`config.mk`:
```
export PLATFORM = sky130hd
export DESIGN_NAME = pcc_frame_packer_flat
export DESIGN_NICKNAME = d
export VERILOG_FILES = /design/src/rtl/pcc_frame_packer_if.sv /design/src/rtl/pcc_frame_packer.sv /design/src/flat_wrapper.sv
export SDC_FILE = /design/constraint.sdc
export NUM_CORES = 1
export LEC_CHECK = 0
export ABC_AREA = 1
export BUFFER_PORTS_ARGS = -buffer_cell sky130_fd_sc_hd__buf_2
export CORE_MARGIN = 1.5
export CORE_UTILIZATION = 54
export DETAILED_ROUTE_END_ITERATION = 6
export GPL_TIMING_DRIVEN = 0
export MAX_ROUTING_LAYER = met4
export PLACE_DENSITY = 0.77
export SETUP_SLACK_MARGIN = 0.05
export SKIP_LAST_GASP = 1
export SLEW_MARGIN = 20
export SYNTH_ARGS = -nofsm -noshare
export SYNTH_HDL_FRONTEND = slang
export SYNTH_SLANG_ARGS = --single-unit
```
`constraint.sdc`:
```
create_clock -name clk -period 1.7 [get_ports clk]
set_input_delay 0.17 -clock clk [delete_from_list [all_inputs] [get_ports clk]]
set_output_delay 0.17 -clock clk [all_outputs]
set_load 0.02 [all_outputs]
```
`src/rtl/pcc_frame_packer_if.sv`:
```
// Beat-in / frame-out bundle between the bit producer, the frame packer and the pcc stage.
// Handshake: a transfer happens on a rising edge where valid && ready are both 1;
// valid must not depend on ready, and the payload is held while valid && !ready.
interface pcc_frame_packer_if #(
  parameter int POS_W = 2,
  parameter int NEG_W = 2,
  parameter int ID_W  = 4
);
  logic             in_valid;
  logic             in_ready;
  logic             in_bit;
  logic             in_neg;
  logic             in_last;
  logic             out_valid;
  logic             out_ready;
  logic [POS_W-1:0] out_pos;
  logic [NEG_W-1:0] out_neg;
  logic             out_ovf;
  logic [ID_W-1:0]  out_id;

  modport master (
    output in_valid, in_bit, in_neg, in_last, out_ready,
    input  in_ready, out_valid, out_pos, out_neg, out_ovf, out_id
  );

  modport slave (
    input  in_valid, in_bit, in_neg, in_last, out_ready,
    output in_ready, out_valid, out_pos, out_neg, out_ovf, out_id
  );
endinterface

```
`src/rtl/pcc_frame_packer.sv`:
```
// Packs tagged XNOR-product beats into pos/neg frame vectors for the pcc stage.
// One assembly buffer plus one output register, so the next frame fills while the current one waits.
module pcc_frame_packer #(
  parameter int POS_W = 2,
  parameter int NEG_W = 2,
  parameter int ID_W  = 4
) (
  input  logic                  clk,
  input  logic                  rst,
  pcc_frame_packer_if.slave     bus,
  output logic                  dbg_state
);
  localparam int PIW = $clog2(POS_W + 1);
  localparam int NIW = $clog2(NEG_W + 1);
  localparam logic [PIW-1:0] POS_CAP = PIW'(POS_W);
  localparam logic [NIW-1:0] NEG_CAP = NIW'(NEG_W);

  typedef enum logic {FILL = 1'b0, HOLD = 1'b1} state_e;

  state_e           state, state_n;
  logic [POS_W-1:0] buf_pos, buf_pos_n, pos_upd, ld_pos;
  logic [NEG_W-1:0] buf_neg, buf_neg_n, neg_upd, ld_neg;
  logic [PIW-1:0]   pidx, pidx_n, pidx_upd;
  logic [NIW-1:0]   nidx, nidx_n, nidx_upd;
  logic             ovf, ovf_n, ovf_upd, ld_ovf;
  logic             out_valid_r, out_valid_n;
  logic [POS_W-1:0] out_pos_r, out_pos_n;
  logic [NEG_W-1:0] out_neg_r, out_neg_n;
  logic             out_ovf_r, out_ovf_n;
  logic [ID_W-1:0]  out_id_r, out_id_n, cnt, cnt_n;
  logic             accept, drain, slot_free, load;

  assign bus.in_ready  = (state == FILL) && !rst;
  assign bus.out_valid = out_valid_r;
  assign bus.out_pos   = out_pos_r;
  assign bus.out_neg   = out_neg_r;
  assign bus.out_ovf   = out_ovf_r;
  assign bus.out_id    = out_id_r;
  assign dbg_state     = state;

  assign accept    = bus.in_valid && bus.in_ready;
  assign drain     = out_valid_r && bus.out_ready;
  assign slot_free = !out_valid_r || bus.out_ready;

  always_comb begin
    // Buffer contents as they would be after applying the incoming beat.
    pos_upd  = buf_pos;
    neg_upd  = buf_neg;
    pidx_upd = pidx;
    nidx_upd = nidx;
    ovf_upd  = ovf;
    if (bus.in_neg) begin
      if (nidx == NEG_CAP) ovf_upd = 1'b1;
      else begin
        neg_upd  = buf_neg | (NEG_W'(bus.in_bit) << nidx);
        nidx_upd = nidx + NIW'(1);
      end
    end else begin
      if (pidx == POS_CAP) ovf_upd = 1'b1;
      else begin
        pos_upd  = buf_pos | (POS_W'(bus.in_bit) << pidx);
        pidx_upd = pidx + PIW'(1);
      end
    end
  end

  always_comb begin
    state_n     = state;
    buf_pos_n   = buf_pos;
    buf_neg_n   = buf_neg;
    pidx_n      = pidx;
    nidx_n      = nidx;
    ovf_n       = ovf;
    out_valid_n = out_valid_r;
    out_pos_n   = out_pos_r;
    out_neg_n   = out_neg_r;
    out_ovf_n   = out_ovf_r;
    out_id_n    = out_id_r;
    cnt_n       = cnt;
    load        = 1'b0;
    ld_pos      = pos_upd;
    ld_neg      = neg_upd;
    ld_ovf      = ovf_upd;
    case (state)
      FILL: begin
        if (accept) begin
          if (bus.in_last && slot_free) begin
            load      = 1'b1;
            buf_pos_n = '0;
            buf_neg_n = '0;
            pidx_n    = '0;
            nidx_n    = '0;
            ovf_n     = 1'b0;
          end else begin
            buf_pos_n = pos_upd;
            buf_neg_n = neg_upd;
            pidx_n    = pidx_upd;
            nidx_n    = nidx_upd;
            ovf_n     = ovf_upd;
            if (bus.in_last) state_n = HOLD;
          end
        end
      end
      HOLD: begin
        // The frozen buffer replaces the draining frame on the same edge.
        if (drain) begin
          load      = 1'b1;
          ld_pos    = buf_pos;
          ld_neg    = buf_neg;
          ld_ovf    = ovf;
          buf_pos_n = '0;
          buf_neg_n = '0;
          pidx_n    = '0;
          nidx_n    = '0;
          ovf_n     = 1'b0;
          state_n   = FILL;
        end
      end
      default: state_n = FILL;
    endcase
    if (load) begin
      out_valid_n = 1'b1;
      out_pos_n   = ld_pos;
      out_neg_n   = ld_neg;
      out_ovf_n   = ld_ovf;
      out_id_n    = cnt;
      cnt_n       = cnt + ID_W'(1);
    end else if (drain) begin
      out_valid_n = 1'b0;
    end
  end

  always_ff @(posedge clk) begin
    if (rst) begin
      state       <= FILL;
      buf_pos     <= '0;
      buf_neg     <= '0;
      pidx        <= '0;
      nidx        <= '0;
      ovf         <= 1'b0;
      out_valid_r <= 1'b0;
      out_pos_r   <= '0;
      out_neg_r   <= '0;
      out_ovf_r   <= 1'b0;
      out_id_r    <= '0;
      cnt         <= '0;
    end else begin
      state       <= state_n;
      buf_pos     <= buf_pos_n;
      buf_neg     <= buf_neg_n;
      pidx        <= pidx_n;
      nidx        <= nidx_n;
      ovf         <= ovf_n;
      out_valid_r <= out_valid_n;
      out_pos_r   <= out_pos_n;
      out_neg_r   <= out_neg_n;
      out_ovf_r   <= out_ovf_n;
      out_id_r    <= out_id_n;
      cnt         <= cnt_n;
    end
  end
endmodule

```
`src/flat_wrapper.sv`:
```
// flat-port wrapper written by rule: the top's interface ports become plain ports
module pcc_frame_packer_flat 
#(
  parameter int POS_W = 2,
  parameter int NEG_W = 2,
  parameter int ID_W  = 4
)
  (clk, rst, dbg_state, bus_in_valid, bus_in_bit, bus_in_neg, bus_in_last, bus_out_ready, bus_in_ready, bus_out_valid, bus_out_pos, bus_out_neg, bus_out_ovf, bus_out_id);
  pcc_frame_packer_if #(.POS_W(POS_W), .NEG_W(NEG_W), .ID_W(ID_W)) bus_i ();
  input  logic clk;
  input  logic rst;
  output logic dbg_state;
  input wire logic [$bits(bus_i.in_valid)-1:0] bus_in_valid;
  input wire logic [$bits(bus_i.in_bit)-1:0] bus_in_bit;
  input wire logic [$bits(bus_i.in_neg)-1:0] bus_in_neg;
  input wire logic [$bits(bus_i.in_last)-1:0] bus_in_last;
  input wire logic [$bits(bus_i.out_ready)-1:0] bus_out_ready;
  output wire logic [$bits(bus_i.in_ready)-1:0] bus_in_ready;
  output wire logic [$bits(bus_i.out_valid)-1:0] bus_out_valid;
  output wire logic [$bits(bus_i.out_pos)-1:0] bus_out_pos;
  output wire logic [$bits(bus_i.out_neg)-1:0] bus_out_neg;
  output wire logic [$bits(bus_i.out_ovf)-1:0] bus_out_ovf;
  output wire logic [$bits(bus_i.out_id)-1:0] bus_out_id;
  assign bus_i.in_valid = bus_in_valid;
  assign bus_i.in_bit = bus_in_bit;
  assign bus_i.in_neg = bus_in_neg;
  assign bus_i.in_last = bus_in_last;
  assign bus_i.out_ready = bus_out_ready;
  assign bus_in_ready = bus_i.in_ready;
  assign bus_out_valid = bus_i.out_valid;
  assign bus_out_pos = bus_i.out_pos;
  assign bus_out_neg = bus_i.out_neg;
  assign bus_out_ovf = bus_i.out_ovf;
  assign bus_out_id = bus_i.out_id;
  pcc_frame_packer #(.POS_W(POS_W), .NEG_W(NEG_W), .ID_W(ID_W)) u_core (.clk(clk), .rst(rst), .bus(bus_i), .dbg_state(dbg_state));
endmodule
```
## After elaboration in Yosys (flattened, before gate mapping)

Index checks and enable logic that the tools add are counted.

- Flip-flop bits (word level): 24
- Output and inout port bits: 12

- $add $sub $neg: 3
- Equality and inequality tests: 8
- Shift-type cells: 2
- Muxes and demuxes: 44
- Bitwise logic cells: 3
- Reductions and logical operators: 11

Operator list:

| operator | count |
|---|---|
| 2-bit two-way mux | 21 |
| 1-bit two-way mux | 16 |
| 2-bit one-hot mux with 2 select lines | 4 |
| 3-bit != test, second input constant | 4 |
| 4-bit AND reduction | 2 |
| 1-bit one-hot mux with 2 select lines | 3 |
| 2-bit by 1-bit adder with 2-bit output, second input constant | 2 |
| 4-bit by 1-bit adder with 4-bit output, second input constant | 1 |
| 2-bit equality test, second input constant | 2 |
| 1-bit logical AND | 4 |
| 2-bit OR | 2 |
| 1-bit by 2-bit left shift with 2-bit output | 2 |
| 1-bit zero test | 2 |
| 2-bit by 1-bit != test with 1-bit output, second input constant | 1 |
| 2-bit != test, second input constant | 1 |
| 2-bit AND reduction | 1 |
| 2-bit nonzero test | 1 |
| 1-bit logical OR | 1 |
| 1-bit NOT | 1 |

## Depth between registers and ports, before layout

Gate-level depths: netlist (run 1).

- Word-level depth: 7
- Depth in mapped cells: 9
- Depth with buffers taken out: 9

## Least setup slack after synthesis (run 1)

OpenSTA, ideal clock, no wires.

- Kind: reg2reg
- Start: register u_core.state, in the netlist u_core.dbg_state
- End: register u_core.cnt[1]
- Arrival time: 1217 ps
- Required time: 1584 ps
- Setup slack: 367 ps
- Cell stages (with the launch flop): 8
- Path buffers: 1
- Period minus slack after synthesis: 1333 ps
- Path through: dfxtp_1 nor2_4 nand2_2 nand2_4 nand2_4 buf_6 o21ai_0 nor2_1

- Cells in the longest elaborated chain, start to end: 5

RTL lines:

| element | RTL line | RTL |
|---|---|---|
| start, declared | pcc_frame_packer.sv:20 | `state_e state, state_n;` |
| start signal, assigned | pcc_frame_packer.sv:148 | `state <= state_n;` |
| 1-bit NOT | pcc_frame_packer.sv:33 | `assign bus.in_ready = (state == FILL) && !rst;` |
| 1-bit logical AND | pcc_frame_packer.sv:33 |  |
| named net bus_in_ready | flat_wrapper.sv:18 | `output wire logic [$bits(bus_i.in_ready)-1:0] bus_in_ready;` |
| 1-bit logical AND | pcc_frame_packer.sv:41 | `assign accept = bus.in_valid && bus.in_ready;` |
| 1-bit two-way mux | pcc_frame_packer.sv:86 | `if (accept) begin` |
| 1-bit one-hot mux with 2 select lines | pcc_frame_packer.sv:84 | `case (state)` |
| end signal, assigned | pcc_frame_packer.sv:159 | `cnt <= cnt_n;` |
| end, declared | pcc_frame_packer.sv:30 | `logic [ID_W-1:0] out_id_r, out_id_n, cnt, cnt_n;` |

The timed path passes the listed nets, and every way through them passes these cells.
A chain may end at the register's enable or synchronous reset.

## Worst setup path after layout (run 1)

- Start: register u_core.nidx[0]
- End: register u_core.out_neg_r[1], in the netlist u_core.bus.out_neg[1]

- Cells in the longest elaborated chain, start to end: 6
- Elaborated cells on any way between the ends: 7
- Those cells by class: 1 x eq/ne; 1 x shift; 4 x mux; 1 x bitwise

RTL lines:

| element | RTL line | RTL |
|---|---|---|
| start, declared | pcc_frame_packer.sv:24 | `logic [NIW-1:0] nidx, nidx_n, nidx_upd;` |
| start signal, assigned | pcc_frame_packer.sv:152 | `nidx <= nidx_n;` |
| 1-bit by 2-bit left shift with 2-bit output | pcc_frame_packer.sv:55 | `neg_upd = buf_neg \| (NEG_W'(bus.in_bit) << nidx);` |
| 2-bit OR | pcc_frame_packer.sv:55 |  |
| 2-bit two-way mux * | pcc_frame_packer.sv:53 | `if (nidx == NEG_CAP) ovf_upd = 1'b1;` |
| 2-bit two-way mux * | pcc_frame_packer.sv:52 | `if (bus.in_neg) begin` |
| 2-bit two-way mux | pcc_frame_packer.sv:106 | `if (drain) begin` |
| 2-bit two-way mux * | pcc_frame_packer.sv:84 |  |
| end signal, assigned | pcc_frame_packer.sv:156 | `out_neg_r <= out_neg_n;` |
| end, declared | pcc_frame_packer.sv:28 | `logic [NEG_W-1:0] out_neg_r, out_neg_n;` |

Mark *: on every way between the ends. The rest lies on a longest branch, timed or not.

==> flow_summary.ini, run 1 <==
[clock_network]
cts_sinks = 24
cts-root-buf = clkbuf_4
cts_max_level = 1
cts_resized = 0
cts_max_path_buffers = 2
cts_setup_buffers = 0
hold_buffers = 0
cts.clk_slew.worst_paths_ns = 0.13
clk_latency_ns = 0.32
cts_tree = yes
numCtsBuffers = 3

[placed_design]
dpl_cell_area_sq_um = 1240
port_buffers = 17
dp_hpwl_um = 1640
gp_congestion = 0.826

[outcome]
status = complete, no violations

[logic_synthesis]
syn_inst = 150
ys_types = 22
syn-num-nets = 160
syn-cell-area_sq_um = 1120
synth_warnings = 0
syn_area_per_cell_sq_um = 7.47
yosysTopAreaCellShare_pct = 42.9
synth_seq_cells = 24
yosysSeqAreaShare_pct = 42.9
ys_top_cells_by_area = dfxtp_1, nor2_1, nand2_1
synth_top_area_cell = dfxtp_1

[floorplanning]
die_w_um = 48.6
die_h_um = 48.6
die_area_sq_um = 2360
core_sq_um = 1960
rows = 16
initial_core_util_pct = 57.1
ios = 19

[global_route]
grt_pass1_vias = 887
grt_start_max_net_pins = 15
antenna_found_initial = 0
overflow = 0
track_usage_pct = 20.2
grt_pass1_wl_um = 3640

[pwr]
leakagePower_nw = 0.629
p_seq_share_pct = 51.2
p_int_w = 0.000881
ir_drop_v = 0.000557
power_density_nw_per_um2 = 904
p_switching_w = 0.000288
clock_power_share_pct = 35.6
switching_share_pct = 24.6
power_frac_comb_pct = 13.2

[cells_and_area]
final_nets = 182
drive_above_1_share_pct = 19.9
diodes = 0
final_common_cell = nor2_1
area_growth_pct = 15.3
final_cell_mix = nor2_1, nand2_1, dfxtp_1, buf_2, a21oi_1
design_area_sq_um = 1290

[sta]
maxSlewHeadroom_pct = 81.8
tightest_slew_ns = 0.271
fmax_ghz = 0.674
skew_ns = 0.00151
period_minus_slack_ns = 1.48
setup_viol = 0
rsz0062_at_grt = no
final_max_slew_viol_count = 0
hold_violations = 0
tns_ns = 0
period_share_pct = 87.3

[route]
drt_iter0_markers = 13
drt-wirelength-per-cell_um = 10.8
vias = 981
wl_um = 2150
firstDrtPassIters = 4
vias_per_cell = 4.95
ant_nets = 0
drc = 0

[setup_path]
end_kind = register
path_class = register to register
arrival_ns = 1.74
slowest_stage = dfxtp_1
cp_max_fo = 4
critical-path-max-stage-delay_ns = 0.40
crit_required_ns = 1.96
startpoint_type = register
crit_chain = inv_1, ha_1, or2_2, nor3_1, nand2_1, a21oi_1

[hold_path]
hp-class = input pin to register

[flow_run]
drv_cap = 0
==> worst max-delay path, delay by kind of cell, from the launching register on <==
family	cells	cell delay (ns)
and+or+nand+nor	3	0.60
AOI/OAI and AO/OA	1	0.14
DFF	1	0.40
buffers and inverters	1	0.07
adders and majority gates	1	0.21
==> final cells by class <==
cell class              count  area, sq um
clock buffers               3         22.5
clock inverters             1         30.0
fillers                   192          669
inverters                  12         45.0
repair buffers             17         85.1
well taps                  27         33.8
multi-input cells         110          557
plain buffers               4         38.8
flip-flops and latches     24          480
==> metal layers <==
metal	wire, um	track usage (%)	vias to the layer above
met5	0	-	-
met2	1030	34.3	19
met1	1000	25.0	440
li1	-	-	519
met4	27	5.71	0
met3	86	3.70	3
==> path summary, 6_finish.rpt <==
kind	startpoint	cells past startpoint	slack, ns	end
setup / recovery	u_core.nidx[0]	6	0.22	u_core.bus.out_neg[1]
hold / removal	rst	2	0.05	u_core.bus.out_valid
setup reg to reg	u_core.nidx[0]	6	0.22	u_core.bus.out_neg[1]
hold reg to reg	u_core.bus.out_id[0]	2	0.49	u_core.bus.out_id[0]
==> synthesized netlist by cell type <==
cell type and number:
o21bai_1 1, dfxtp_1 24, nand3_1 3, a21o_1 1, nand2_1 28, nand3b_1 2, inv_1 12, ha_1 3
nor3b_1 1, nand3_4 1, buf_6 3, xor2_1 1, nor3_1 4, buf_2 1, nor2_4 1, nand2_4 3
or2_2 1, nand2_2 3, a21oi_1 16, nor2_1 35, xnor2_1 1, o21ai_0 5
==> registers in the layout (all words and copies together) (netlist names) <==
name                  flops
u_core.dbg_state          1
u_core.bus.out_neg        2
u_core.bus.out_pos        2
u_core.bus.out_ovf        1
u_core.buf_pos            2
u_core.bus.out_id         4
u_core.buf_neg            2
u_core.cnt                4
u_core.bus.out_valid      1
u_core.ovf                1
u_core.nidx               2
u_core.pidx               2
==> per-stage QoR <==
stage          util (%)  std cells  worst slack (ns)  power, W  hold slack (ns)
6_report           65.9        198             0.216   0.00117           0.0504
4_1_cts            65.9        198             0.185   0.00118           0.0428
3_5_place_dp       63.2        194             0.215  0.000766            0.399
3_3_place_gp       63.2        194             0.281  0.000761            0.396
2_1_floorplan         -        150             0.367  0.000722            0.347
5_1_grt            65.9        198             0.104   0.00122           0.0384
==> kinds of logic after synthesis <==
group                      count (synthesis)  synth area share, %
and+or+nand+nor                           82                 34.0
buffers and inverters                     16                 7.48
adders and majority gates                  3                 3.35
AOI/OAI and AO/OA                         23                 10.7
xor gates and xnor gates                   2                 1.56
DFF                                       24                 42.9
==> power groups by stage <==
stage / combinational, W / clock [W] / sequential (W)
after floorplan: 0.0000974 / 0 / 0.000625
after global placement: 0.000151 / 0 / 0.000610
after detailed placement: 0.000155 / 0 / 0.000611
after CTS: 0.000156 / 0.000423 / 0.000599
after global routing: 0.000173 / 0.000446 / 0.000602
final: 0.000155 / 0.000416 / 0.000598
Power figures use the tool's default switching activity.
==> inputs of run 2 (changes only) <==
--- a/config.mk
+++ b/config.mk
@@ -5,14 +5,13 @@
 export SDC_FILE = /design/constraint.sdc
 export NUM_CORES = 1
 export LEC_CHECK = 0
-export ABC_AREA = 1
 export BUFFER_PORTS_ARGS = -buffer_cell sky130_fd_sc_hd__buf_2
 export CORE_MARGIN = 1.5
-export CORE_UTILIZATION = 54
+export CORE_UTILIZATION = 53
 export DETAILED_ROUTE_END_ITERATION = 6
 export GPL_TIMING_DRIVEN = 0
 export MAX_ROUTING_LAYER = met4
-export PLACE_DENSITY = 0.77
+export PLACE_DENSITY = 0.76
 export SETUP_SLACK_MARGIN = 0.05
 export SKIP_LAST_GASP = 1
 export SLEW_MARGIN = 20
==> run 2 against run 1 <==
Sequential power is 2% lower. Largest power group unchanged. Die area down 3.8%. Critical path depth unchanged. Worst hold slack better by 0.0029 ns. Via count shrank 3.5%. Clock power is 1% higher. Non-clock buffer count is 2 higher. Synthesized cell count is 19% lower. First-iteration DRC count rose by 85%. Area after synthesis fell by 5.8%. Final cell count is 15% lower. Global-route usage rose by 3.5 points.
==> flow_summary.ini, run 2 <==
[route]
wl_um = 2290
drt_iter0_markers = 24
drt-wirelength-per-cell_um = 13.6
vias_per_cell = 5.64
vias = 947
firstDrtPassIters = 4
ant_nets = 0
drc = 0

[pwr]
p_total_w = 0.00113
power_density_nw_per_um2 = 908
leakagePower_nw = 0.501
ir_drop_v = 0.000534

[cells_and_area]
design_area_sq_um = 1250
fill_cells = 152
diodes = 0
drive_above_1_share_pct = 22.4
final_common_cell = dfxtp_1
final_nets = 154
register_area_sq_um = 482
final_cell_mix = dfxtp_1, buf_2, nor2_1, a21oi_1, nand2_1
multi_input_area_sq_um = 548
area_growth_pct = 18.0
finalNonFillerCells = 168

[logic_synthesis]
synth_edf_count = 0
yosysMostFrequentCell = dfxtp_1
synth_seq_cells = 24
syn-num-nets = 131
yosysSeqAreaShare_pct = 45.5
synthArstFlopShare_pct = 0
syn-cell-area_sq_um = 1060
dominantRegCellSynth = dfxtp_1
syn_inst = 121
ys_top_cells_by_area = dfxtp_1, a21oi_1, nor2_1
synth_top_area_cell = dfxtp_1
ys_top_cells_by_count = dfxtp_1, a21oi_1, nor2_1
yosysTopAreaCellShare_pct = 45.5
syn_area_per_cell_sq_um = 8.73
ys_types = 34
synth_warnings = 0

[global_route]
gr-usage-met3_pct = 2.26
grt_pass1_wl_um = 3660
busiest_layer = met2
antenna_found_initial = 0
grt_start_max_net_pins = 15
grt_pass1_vias = 898
use_met1_pct = 28.1
track_usage_pct = 23.7
gr-usage-met2_pct = 40.3
overflow = 0

[outcome]
status = complete, no violations

[setup_path]
cp_max_fo = 4
crit_required_ns = 1.97
arrival_ns = 1.82
path_class = register to register
startpoint_type = register
end_kind = register

[sta]
setup_viol = 0
hold_violations = 0
skew_ns = 0.00379
maxSlewHeadroom_pct = 68.2
final_max_slew_viol_count = 0
tightest_slew_ns = 0.477
period_minus_slack_ns = 1.55
period_share_pct = 91.3
fmax_ghz = 0.645
rsz0062_at_grt = no

[placed_design]
dp_cells = 164
dpl_cell_area_sq_um = 1180
gp_congestion = 0.883
dp_hpwl_um = 1690
port_buffers = 18

[clock_network]
numCtsBuffers = 3
cts.clk_slew.worst_paths_ns = 0.14
cts_max_level = 1
cts_setup_buffers = 0
cts_max_path_buffers = 2
cts_sinks = 24
hold_buffers = 0
clk_latency_ns = 0.32
cts_tree = yes
cts-root-buf = clkbuf_4

[floorplanning]
ios = 19
core_sq_um = 1800
die_h_um = 47.6
initial_core_util_pct = 58.6
rows = 15
die_w_um = 47.6
die_area_sq_um = 2270

[hold_path]
hp-class = input pin to register

[flow_run]
drv_cap = 0
run 2: cell types whose count changed after synthesis, sizes merged, moves of 4 or more:
cell and delta:
a31oi +5, nand2 -23, nor2 -22, or3 +4, a211oi +4, inv -9
run 2: path summary, 6_finish.rpt:
check                              end  slack (ns)  cells past startpoint                 start
setup reg to reg        u_core.nidx[1]        0.15                      6        u_core.nidx[0]
setup / recovery        u_core.nidx[1]        0.15                      6        u_core.nidx[0]
hold reg to reg   u_core.bus.out_id[2]        0.46                      2  u_core.bus.out_id[2]
hold / removal        u_core.dbg_state        0.05                      2         bus_out_ready
run 2: timing repair:
action | 4_1_cts | 5_1_grt
endpoints found under the setup margin | 4 | 3
gates resized for setup | 2 | 1
pin swaps | 0 | 1
run 2: cell type report:
class                      count  share of cell area [%]
multi-input combinational     89                    44.0
sequential                    24                    38.7
timing repair buffer          18                    7.23
buffer                         5                    2.51
tap                           25                    2.51
clock inverter                 1                    2.41
clock buffer                   3                    1.81
inverter                       3                   0.904
run 2: kinds of logic after synthesis:
| group | count (synthesis) | synth area share (%) |
|---|---|---|
| AO/OA/AOI/OAI | 36 | 22.2 |
| adder cells (fa/ha/maj) | 3 | 3.55 |
| AND/OR/NAND/NOR | 48 | 22.9 |
| multiplexers | 1 | 1.07 |
| flip-flops | 24 | 45.5 |
| XOR/XNOR | 1 | 0.830 |
| buffers and inverters | 8 | 4.03 |
run 2: power by group:
part	switching [W]	internal, W	total (W)
Clock	0.000183	0.000239	0.000422
Sequential	0.0000105	0.000576	0.000587
Combinational	0.0000764	0.0000462	0.000123
Total	0.000270	0.000861	0.00113
run 2: routing by layer:
metal,routed length [um],share of wire (%)
met5,0,0
met3,61,2.7
met1,1070,47
met2,1110,48
met4,42,1.8
run 2: critical path, cell delays in order (launching register included):
cell and delay [ns]:
dfxtp_1 0.41, inv_1 0.10, ha_1 0.24, nor2b_1 0.14, o21ai_1 0.13, or3_1 0.37, a21oi_1 0.12
run 2: through the flow:
step | utilization [%] | setup TNS (ns) | hold WS, ns | setup WS, ns
floorplan | - | 0 | 0.271 | 0.131
CTS | 69.1 | 0 | 0.0604 | 0.111
detailed placement | 65.3 | -0.206 | 0.406 | -0.122
global placement | 65.3 | -0.0543 | 0.400 | -0.0543
global route | 69.2 | 0 | 0.0767 | 0.0814
finish | 69.2 | 0 | 0.0533 | 0.149
==> inputs of run 3 (changes only) <==
--- a/config.mk
+++ b/config.mk
@@ -10,11 +10,13 @@
 export CORE_UTILIZATION = 53
 export DETAILED_ROUTE_END_ITERATION = 6
 export GPL_TIMING_DRIVEN = 0
+export HOLD_SLACK_MARGIN = 0.02
 export MAX_ROUTING_LAYER = met4
-export PLACE_DENSITY = 0.76
+export PLACE_DENSITY = 0.78
 export SETUP_SLACK_MARGIN = 0.05
 export SKIP_LAST_GASP = 1
 export SLEW_MARGIN = 20
 export SYNTH_ARGS = -nofsm -noshare
 export SYNTH_HDL_FRONTEND = slang
 export SYNTH_SLANG_ARGS = --single-unit
+export TNS_END_PERCENT = 10
==> run 3 against run 2 <==
Count of clock-buffer cells in the layout unchanged. Combinational power about the same. Sequential share of layout area unchanged. Final cell count unchanged. Clock power down 2%. Worst setup slack better by 0.060 ns.
==> flow_summary.ini, run 3 (synthesis results as in run 2) <==
[sta]
skew_ns = 0.00793
hold_ws_ns = 0.0615
period_minus_slack_ns = 1.49
fmax_ghz = 0.671
final_max_slew_viol_count = 0
hold_violations = 0
tightest_slew_ns = 0.489
setup_viol = 0
period_share_pct = 87.7
maxSlewHeadroom_pct = 67.4
rsz0062_at_grt = no
tns_ns = 0

[clock_network]
hold_buffers = 0
numCtsBuffers = 3
clk_latency_ns = 0.32
cts_tree = yes
cts_sinks = 24
cts.clk_slew.worst_paths_ns = 0.14
cts_max_level = 1
cts_setup_buffers = 0
cts-root-buf = clkbuf_4
cts_max_path_buffers = 2

[setup_path]
cp_max_fo = 7
crit_required_ns = 1.95
startpoint_type = register
path_class = register to register
end_kind = register
r2r-start = u_core.bus.out_valid
cp-startpoint = u_core.bus.out_valid
arrival_ns = 1.74

[pwr]
leakagePower_nw = 0.501
p_total_w = 0.00112
ir_drop_v = 0.000665
power_density_nw_per_um2 = 901

[hold_path]
hp-class = input pin to register
hp-start = bus_out_ready

[route]
drt_iter0_markers = 14
ant_nets = 0
vias = 964
drc = 0
drt-wirelength-per-cell_um = 13.2
wl_um = 2210
vias_per_cell = 5.74
firstDrtPassIters = 4

[cells_and_area]
final_nets = 154
drive_above_1_share_pct = 22.4
final_cell_mix = dfxtp_1, buf_2, nor2_1, a21oi_1, nand2_1
diodes = 0
fill_cells = 164
finalNonFillerCells = 168
area_growth_pct = 18.0
final_common_cell = dfxtp_1

[placed_design]
port_buffers = 18
gp_congestion = 0.877
dp_cells = 164
dp_hpwl_um = 1660

[global_route]
overflow = 0
antenna_found_initial = 0
grt_start_max_net_pins = 15
grt_pass1_wl_um = 3650
track_usage_pct = 24.4
grt_pass1_vias = 843

[floorplanning]
initial_core_util_pct = 58.6
die_w_um = 47.6
ios = 19
die_h_um = 47.6
rows = 15
core_sq_um = 1800
die_area_sq_um = 2270

[outcome]
status = complete, no violations

[flow_run]
drv_cap = 0
[run 3: worst max-delay path, cell delays in order (launching register included)]
cell and delay, ns:
dfxtp_1 0.45, nand2b_1 0.22, o211ai_2 0.22, or3_1 0.39
a21oi_1 0.14
[run 3: final timing paths]
path | end | slack (ns) | depth (start not counted)
max | u_core.cnt[3] | 0.21 | 4
max reg2reg | u_core.cnt[3] | 0.21 | 4
min | u_core.dbg_state | 0.06 | 2
min reg2reg | u_core.bus.out_neg[1] | 0.46 | 2
[run 3: layout make-up]
cell class                      count  area (sq um)  area share (%)
Timing Repair Buffer               18          90.1            7.23
Clock inverter                      1          30.0            2.41
Buffer                              5          31.3            2.51
Inverter                            3          11.3           0.904
Multi-Input combinational cell     89           548            44.0
Sequential cell                    24           482            38.7
Tap cell                           25          31.3            2.51
Clock buffer                        3          22.5            1.81
[run 3: timing repair]
action	in CTS	in global routing
resized for setup	2	1
gates cloned	0	0
pin swaps	0	1
endpoints found under the setup margin	4	1
[run 3: report_power, final]
group,internal [W],switching [W]
Clock,0.000238,0.000176
Sequential,0.000576,0.0000104
Combinational,0.0000462,0.0000759
Total,0.000861,0.000262
[run 3: layer usage]
metal / vias up / wire length, um / track usage, %
li1: 483 / - / -
met1: 454 / 1030 / 30.4
met3: 6 / 74 / 4.53
met2: 21 / 1050 / 38.1
met4: 0 / 55 / 11.4
met5: - / 0 / -
[run 3: per-stage QoR]
step | setup WS, ns | area, sq um | util, %
finish | 0.209 | 1250 | 69.2
global route | 0.0754 | 1250 | 69.2
CTS | 0.114 | 1240 | 69.1
detailed placement | -0.152 | 1180 | 65.3
global placement | -0.0565 | 1180 | 65.3
floorplan | 0.131 | 1060 | -
